`config.mk`:
```
export PLATFORM = sky130hd
export DESIGN_NAME = alu_issue_unit
export DESIGN_NICKNAME = d
export VERILOG_FILES = /design/src/rtl/alu_issue_unit.sv
export SDC_FILE = /design/constraint.sdc
export NUM_CORES = 1
export LEC_CHECK = 0
export CAP_MARGIN = 5
export CELL_PAD_IN_SITES_DETAIL_PLACEMENT = 0
export CELL_PAD_IN_SITES_GLOBAL_PLACEMENT = 2
export CORE_UTILIZATION = 23
export DETAILED_ROUTE_END_ITERATION = 16
export PLACE_DENSITY_LB_ADDON = 0.1
export SETUP_SLACK_MARGIN = 0.3
export SLEW_MARGIN = 5
export SYNTH_ARGS = -nofsm -noshare
export SYNTH_HDL_FRONTEND = slang
export SYNTH_SLANG_ARGS = --single-unit
```
`constraint.sdc`:
```
create_clock -name clk_i -period 4.8 [get_ports clk_i]
set_input_delay 0.96 -clock clk_i [delete_from_list [all_inputs] [get_ports clk_i]]
set_output_delay 0.96 -clock clk_i [all_outputs]
set_load 0.02 [all_outputs]
```
`src/rtl/alu_issue_unit.sv`:
```
// Issue front end for the single-cycle ALU: decodes alu_op/funct3/funct7[5] into an
// ALU select, drives the ALU for one cycle, and holds the result under valid/ready.
module alu_issue_unit #(
  parameter int XLEN = 32
) (
  input  logic            clk_i,
  input  logic            rst_i,
  input  logic            req_valid_i,
  output logic            req_ready_o,
  input  logic [1:0]      req_alu_op_i,
  input  logic [2:0]      req_funct3_i,
  input  logic            req_funct7b5_i,
  input  logic [XLEN-1:0] req_rs1_i,
  input  logic [XLEN-1:0] req_rs2_i,
  input  logic [XLEN-1:0] req_imm_i,
  output logic [XLEN-1:0] alu_in_a_o,
  output logic [XLEN-1:0] alu_in_b_o,
  output logic [2:0]      alu_sel_o,
  input  logic [XLEN-1:0] alu_result_i,
  input  logic            alu_zero_i,
  output logic            rsp_valid_o,
  input  logic            rsp_ready_i,
  output logic [XLEN-1:0] rsp_result_o,
  output logic            rsp_zero_o,
  output logic            rsp_illegal_o
);

  // state | meaning
  // IDLE  | ready for a request, ALU ports held at 0
  // EXEC  | registered operands/select on the ALU ports for one cycle
  // DONE  | response valid and held until rsp_ready_i
  localparam logic [1:0] IDLE = 2'd0;
  localparam logic [1:0] EXEC = 2'd1;
  localparam logic [1:0] DONE = 2'd2;

  localparam logic [2:0] SEL_ADD = 3'b000;
  localparam logic [2:0] SEL_SUB = 3'b001;
  localparam logic [2:0] SEL_AND = 3'b010;
  localparam logic [2:0] SEL_OR  = 3'b011;
  localparam logic [2:0] SEL_XOR = 3'b100;
  localparam logic [2:0] SEL_SLT = 3'b101;
  localparam logic [2:0] SEL_SLL = 3'b110;
  localparam logic [2:0] SEL_SRL = 3'b111;

  localparam logic [1:0] OP_MEM  = 2'b00;
  localparam logic [1:0] OP_BR   = 2'b01;
  localparam logic [1:0] OP_RTYP = 2'b10;
  localparam logic [1:0] OP_ITYP = 2'b11;

  logic [1:0]      state_q, state_d;
  logic [XLEN-1:0] op_a_q, op_a_d;
  logic [XLEN-1:0] op_b_q, op_b_d;
  logic [2:0]      sel_q, sel_d;
  logic            illegal_q, illegal_d;
  logic [XLEN-1:0] rsp_result_q, rsp_result_d;
  logic            rsp_zero_q, rsp_zero_d;
  logic            rsp_illegal_q, rsp_illegal_d;

  logic [2:0]      dec_sel;
  logic            dec_illegal;
  logic [XLEN-1:0] dec_src_b;
  logic [XLEN-1:0] dec_b;
  logic            exec_live;

  always_comb begin
    dec_sel     = SEL_ADD;
    dec_illegal = 1'b0;
    case (req_alu_op_i)
      OP_MEM: dec_sel = SEL_ADD;
      OP_BR:  dec_sel = SEL_SUB;
      default: begin
        case (req_funct3_i)
          3'b000: dec_sel = (req_alu_op_i == OP_RTYP && req_funct7b5_i) ? SEL_SUB : SEL_ADD;
          3'b001: dec_sel = SEL_SLL;
          3'b010: dec_sel = SEL_SLT;
          3'b011: dec_illegal = 1'b1;
          3'b100: dec_sel = SEL_XOR;
          3'b101: begin
            if (req_funct7b5_i) dec_illegal = 1'b1;
            else                dec_sel     = SEL_SRL;
          end
          3'b110: dec_sel = SEL_OR;
          default: dec_sel = SEL_AND;
        endcase
      end
    endcase
  end

  // The ALU shifts by its full operand B, so trim to a 5-bit shift amount here.
  always_comb begin
    dec_src_b = (req_alu_op_i == OP_MEM || req_alu_op_i == OP_ITYP) ? req_imm_i : req_rs2_i;
    if (dec_sel == SEL_SLL || dec_sel == SEL_SRL)
      dec_b = {{(XLEN-5){1'b0}}, dec_src_b[4:0]};
    else
      dec_b = dec_src_b;
  end

  always_comb begin
    state_d       = state_q;
    op_a_d        = op_a_q;
    op_b_d        = op_b_q;
    sel_d         = sel_q;
    illegal_d     = illegal_q;
    rsp_result_d  = rsp_result_q;
    rsp_zero_d    = rsp_zero_q;
    rsp_illegal_d = rsp_illegal_q;
    case (state_q)
      IDLE: begin
        if (req_valid_i) begin
          op_a_d    = req_rs1_i;
          op_b_d    = dec_b;
          sel_d     = dec_sel;
          illegal_d = dec_illegal;
          state_d   = EXEC;
        end
      end
      EXEC: begin
        rsp_result_d  = illegal_q ? '0 : alu_result_i;
        rsp_zero_d    = !illegal_q && alu_zero_i;
        rsp_illegal_d = illegal_q;
        state_d       = DONE;
      end
      DONE: begin
        if (rsp_ready_i) state_d = IDLE;
      end
      default: state_d = IDLE;
    endcase
  end

  always_ff @(posedge clk_i or posedge rst_i) begin
    if (rst_i) begin
      state_q       <= IDLE;
      op_a_q        <= '0;
      op_b_q        <= '0;
      sel_q         <= SEL_ADD;
      illegal_q     <= 1'b0;
      rsp_result_q  <= '0;
      rsp_zero_q    <= 1'b0;
      rsp_illegal_q <= 1'b0;
    end else begin
      state_q       <= state_d;
      op_a_q        <= op_a_d;
      op_b_q        <= op_b_d;
      sel_q         <= sel_d;
      illegal_q     <= illegal_d;
      rsp_result_q  <= rsp_result_d;
      rsp_zero_q    <= rsp_zero_d;
      rsp_illegal_q <= rsp_illegal_d;
    end
  end

  // Illegal requests still spend their EXEC cycle, but with the ALU ports parked at 0.
  assign exec_live     = (state_q == EXEC) && !illegal_q;
  assign alu_in_a_o    = exec_live ? op_a_q : '0;
  assign alu_in_b_o    = exec_live ? op_b_q : '0;
  assign alu_sel_o     = exec_live ? sel_q  : SEL_ADD;

  assign req_ready_o   = (state_q == IDLE);
  assign rsp_valid_o   = (state_q == DONE);
  assign rsp_result_o  = rsp_result_q;
  assign rsp_zero_o    = rsp_zero_q;
  assign rsp_illegal_o = rsp_illegal_q;

endmodule
```
After elaboration in Yosys (flattened, before gate mapping):

Cells that the tools add are included.

* bits in registers: 104
* input port bits: 139
* output and inout bits: 103
* logic and storage cells: 51

* equal/unequal tests: 15
* muxes and demuxes: 16
* reductions and logical operators: 12

Operators by type and width (count)
* $mux W32: 5
* $pmux W3 S7: 1
* $eq A3 B3 Y1 const B: 5
* $eq A2 B2 Y1 const B: 3
* $eq A3 B2 Y1 const B: 2
* $mux W3: 2
* $pmux W2 S3: 1
* $pmux W3 S2: 1
* $eq A2 B1 Y1 const B: 2
* $logic_not A2 Y1: 2
* $mux W2: 2
* $reduce_and A2 Y1: 2
* $eq A3 B1 Y1 const B: 1
* $logic_and A1 B1 Y1: 3
* $logic_not A3 Y1: 1
* $mux W1: 3
* $logic_or A1 B1 Y1: 2
* $ne A2 B1 Y1 const B: 1
* $ne A2 B2 Y1 const B: 1
* $pmux W1 S2: 1
* $reduce_or A2 Y1: 1
* $logic_not A1 Y1: 1

Depth between registers and ports, before layout:

* depth in word-level cells: 8
* mapped depth: 6

Worst setup path before layout:

No wires, ideal clock.

* kind: reg2out
* start point: reg state_q[1]
* end point: out alu_in_b_o[24]
* arrival time: 1.434 ns
* data required time: 3.840 ns
* setup slack: 2.406 ns
* stages on the path, launching flop included: 7
* cell sequence: dfrtp_1 > nand2b_1 > clkbuf_1 > nor2_1 > buf_2 > clkbuf_1 > and2_1

* longest elaborated chain between the ends: 3

Ends and longest elaborated chain
* start, declared: RTL line 50 `logic [1:0] state_q, state_d;`
* start signal, assigned: RTL line 141 `state_q <= state_d;`
* $eq A2 B1 Y1: RTL line 153 `assign exec_live = (state_q == EXEC) && !illegal_q;`
* $logic_and A1 B1 Y1: RTL line 153
* $mux W32: RTL line 155 `assign alu_in_b_o = exec_live ? op_b_q : '0;`
* end, declared: RTL line 17 `output logic [XLEN-1:0] alu_in_b_o,`

No other way between the ends.

Final worst setup path:

* start point: reg state_q[1]
* end point: out alu_sel_o[2]

* longest elaborated chain between the ends: 3

Ends and longest elaborated chain
* $eq A2 B1 Y1: RTL line 153
* $logic_and A1 B1 Y1: RTL line 153
* $mux W3: RTL line 156 `assign alu_sel_o = exec_live ? sel_q : SEL_ADD;`
* end, declared: RTL line 18 `output logic [2:0] alu_sel_o,`

No other way between the ends.

==> flow_summary.yaml <==
power:
  p_sw_frac: 0.378
  power.combinational.fraction: 0.460
  p_leak_nw: 3.42
  cellInternalPower_mw: 2.56
  power_density_nw_per_um2: 534
  power.share.clock: 0.182
  net-switching-power_mw: 1.56
  total_power_mw: 4.12
  worst_case_vdd_ir_drop_mv: 0.187
  seq_power_share: 0.358
global_routing:
  maximum_number_of_pins_on_one_net_before_global_route_repair: 103
  globalRoute.totalOverflow: 0
  wire_length_of_the_first_global_routing_pass_um: 24600
  grt_antenna_before_repair: 1
  overall_track_demand_over_capacity_in_global_routing: 0.148
  grt_pass1_vias: 4422
timing:
  final.setup.tns_ps: 0
  finalSetupViolations: 0
  skew_ps: 4.74
  final-hold-violation-count: 0
  max_slew_margin: 0.269
  fmax_mhz: 299
  timing.final.crit_share: 0.696
  rsz0062_at_grt: "false"
  timing_max_transition_violations_final: 0
  fin_crit_ps: 3340
  tightest_slew_ps: 1090
  timing.hold.ws_ps: 468
logic_synthesis:
  async_reset_ff_frac: 1.00
  yosysMostFrequentCell: "nand2_1"
  synth_top_area_frac: 0.545
  netlist_top_cells_area: "dfrtp_1, nand2_1, and2_1, mux2i_1, a22o_1"
  synth-edff-count: 0
  synth_cells: 475
  synth.net_count: 617
  yosys_most_used_dff: "dfrtp_1"
  syn-cell-area_um2: 4770
  synth_top_cell_by_area: "dfrtp_1"
  yosys-top-cells-count: "nand2_1, dfrtp_1, and2_1"
  ys_seq_area_frac: 0.545
  synth_seq_cells: 104
  syn-mean-instance-area_um2: 10.1
  ys_warn_count: 0
  distinct_cells_synth: 26
clocking:
  post_cts_resize_count: 0
  cts_buffers: 9
  cts.root.buffer_cell: "clkbuf_16"
  clock_insertion_delay_worst_skew_ps: 350
  cts_tree: "yes"
  cts.path.max_buffers: 2
  numClockSinks: 104
  h-tree-depth: 3
  postCtsSetupBuffers: 0
  clk_pin_slew_worst_paths_ps: 80
  hold_fix_buffers_cts: 0
place:
  dpl_cell_area_um2: 7430
  dp_hpwl_um: 10100
  placed_cell_count: 956
  gpl.final_weighted_congestion: 0.728
  port_buffers: 241
drt:
  drt-vias-per-instance: 4.22
  drc: 0
  routedWlPerCell_um: 15.6
  detail_route.iter0.violations: 138
  vias: 4100
  totalWireLength_um: 15200
  drtAntennaViolNets: 0
  detail_route.first_pass.iterations: 4
final_layout:
  layout-area-overhead-vs-synth_pct: 61.7
  antenna-diode-count: 0
  nets_final: 839
  post_route_cells_drive_above_1_share: 0.0442
  layout.cells.non_filler: 972
  final_area_um2: 7720
min_path:
  worst_hold_path.num_cells: 2
  holdPathEnd: "op_a_q[2]$_DFFE_PP0P_"
  holdCritPathClass: "register to register"
  holdCritStartpoint: "op_a_q[2]$_DFFE_PP0P_"
floorplan:
  placement_rows: 52
  boundaryPins: 242
  die_ar_um2: 21300
  die_y_um: 146
  placeableCoreArea_um2: 20300
  initial_core_util: 0.235
  chipWidth_um: 146
critical_path:
  reg2reg_end: "sel_q[2]$_DFFE_PP0P_"
  crit_path_cell_trace: "nand2b_1, nor2_4, buf_4, and2_1, clkdlybuf4s50_1"
  req_time_crit_path_ps: 3840
  path_type_of_the_worst_setup_path: "register to output port"
  crit_slowest_cell: "clkdlybuf4s50_1"
  worst-r2r-cell-count: 3
  critPathMaxFanout: 50
  critical_path.startpoint_type: "register"
  category_of_the_worst_setup_path_capture_point: "output port"
  r2r_slack_ps: 2900
  rr_startpoint: "state_q[1]$_DFFE_PP0P_"
  cpPeakStageDelay_ps: 630
  worst-endpoint-arrival_ps: 2380
outcome:
  run_status: "completed"
flow_run:
  maxCapViolations: 0
==> layer usage <==
| metal | track usage | up-vias | part of all wire |
|---|---|---|---|
| met5 | 0 | - | 0.00086 |
| met2 | 0.250 | 144 | 0.48 |
| met4 | 0.0422 | 2 | 0.014 |
| met3 | 0.0516 | 16 | 0.075 |
| met1 | 0.177 | 1913 | 0.43 |
| li1 | - | 2025 | - |
==> worst max-delay path by stage <==
stage,cells past startpoint,start,endpoint
final,5,state_q[1]$_DFFE_PP0P_,alu_sel_o[2]
after CTS,5,state_q[1]$_DFFE_PP0P_,alu_sel_o[1]
after global placement,5,req_alu_op_i[1],op_b_q[5]$_DFFE_PP0P_
after global routing,5,state_q[1]$_DFFE_PP0P_,alu_in_a_o[23]
after detailed placement,5,req_alu_op_i[1],op_b_q[26]$_DFFE_PP0P_
after floorplan,1,rst_i,illegal_q$_DFFE_PP0P_
==> cells in the final DEF (no fill, tap or decap) <==
cell               n
inv_8              3
nor2_4             1
clkinv_4           1
o31ai_2            1
ha_1               2
and4bb_2           2
nor2b_1            1
a21oi_1            3
o31ai_1           26
o21ai_0           10
nand2_1          134
clkdlybuf4s50_1  241
clkinvlp_4         1
nand2b_1           3
mux2i_1           32
inv_6              2
nor3b_4            1
o41ai_1            1
clkinv_1           1
nor3_1             1
nor2_1             3
a2111oi_0          1
buf_4              7
dfrtp_1          104
nand3_1            1
clkbuf_16          9
and2_1            67
or3b_4             1
inv_4              1
inv_1              5
a22o_1            34
or3b_1             1
ha_2               1
==> final cells by class <==
| cell class | count | area [um^2] |
|---|---|---|
| Clock buffer | 9 | 225 |
| Clock inverter | 7 | 67.6 |
| Fill cell | 2069 | 12600 |
| Inverter | 7 | 28.8 |
| Multi-Input combinational cell | 327 | 1990 |
| Sequential cell | 104 | 2600 |
| Tap cell | 270 | 338 |
| Timing Repair Buffer | 248 | 2460 |
==> power groups by stage <==
stage | clock (mW) | sequential, mW | combinational, mW
finish | 0.749 | 1.47 | 1.90
global route | 0.820 | 1.54 | 2.08
CTS | 0.787 | 1.48 | 1.94
detailed placement | 0 | 1.49 | 1.93
global placement | 0 | 1.48 | 1.92
floorplan | 0 | 1.62 | 0.927
==> cell families (layout without fill, tap and decap cells) <==
group	count (synthesis)	after routing	synth area share
AOI/OAI and AO/OA	76	76	0.123
DFF	104	104	0.545
muxes	32	32	0.0671
and+or+nand+nor	216	216	0.216
buffers and inverters	44	271	0.0404
adders and majority gates	3	3	0.00786
==> critical path: cells and delay by family, from the launching register on <==
| kind | cells | cell delay, ps |
|---|---|---|
| buf+inv | 2 | 1070 |
| flops | 1 | 410 |
| simple gates | 3 | 550 |
==> metrics by stage <==
stage	util	setup slack [ps]
after detailed placement	0.366	1600
after CTS	0.380	1400
after global placement	0.366	1670
after floorplan	-	1110
after global routing	0.380	1290
final	0.380	1460
==> sequential cells by signal, summed over array words and instances, names as in the netlist <==
name           cells
op_b_q            32
rsp_illegal_o      1
op_a_q            32
state_q            2
rsp_zero_o         1
sel_q              3
rsp_result_o      32
illegal_q          1
No activity file was read; power rests on OpenSTA's default activity.
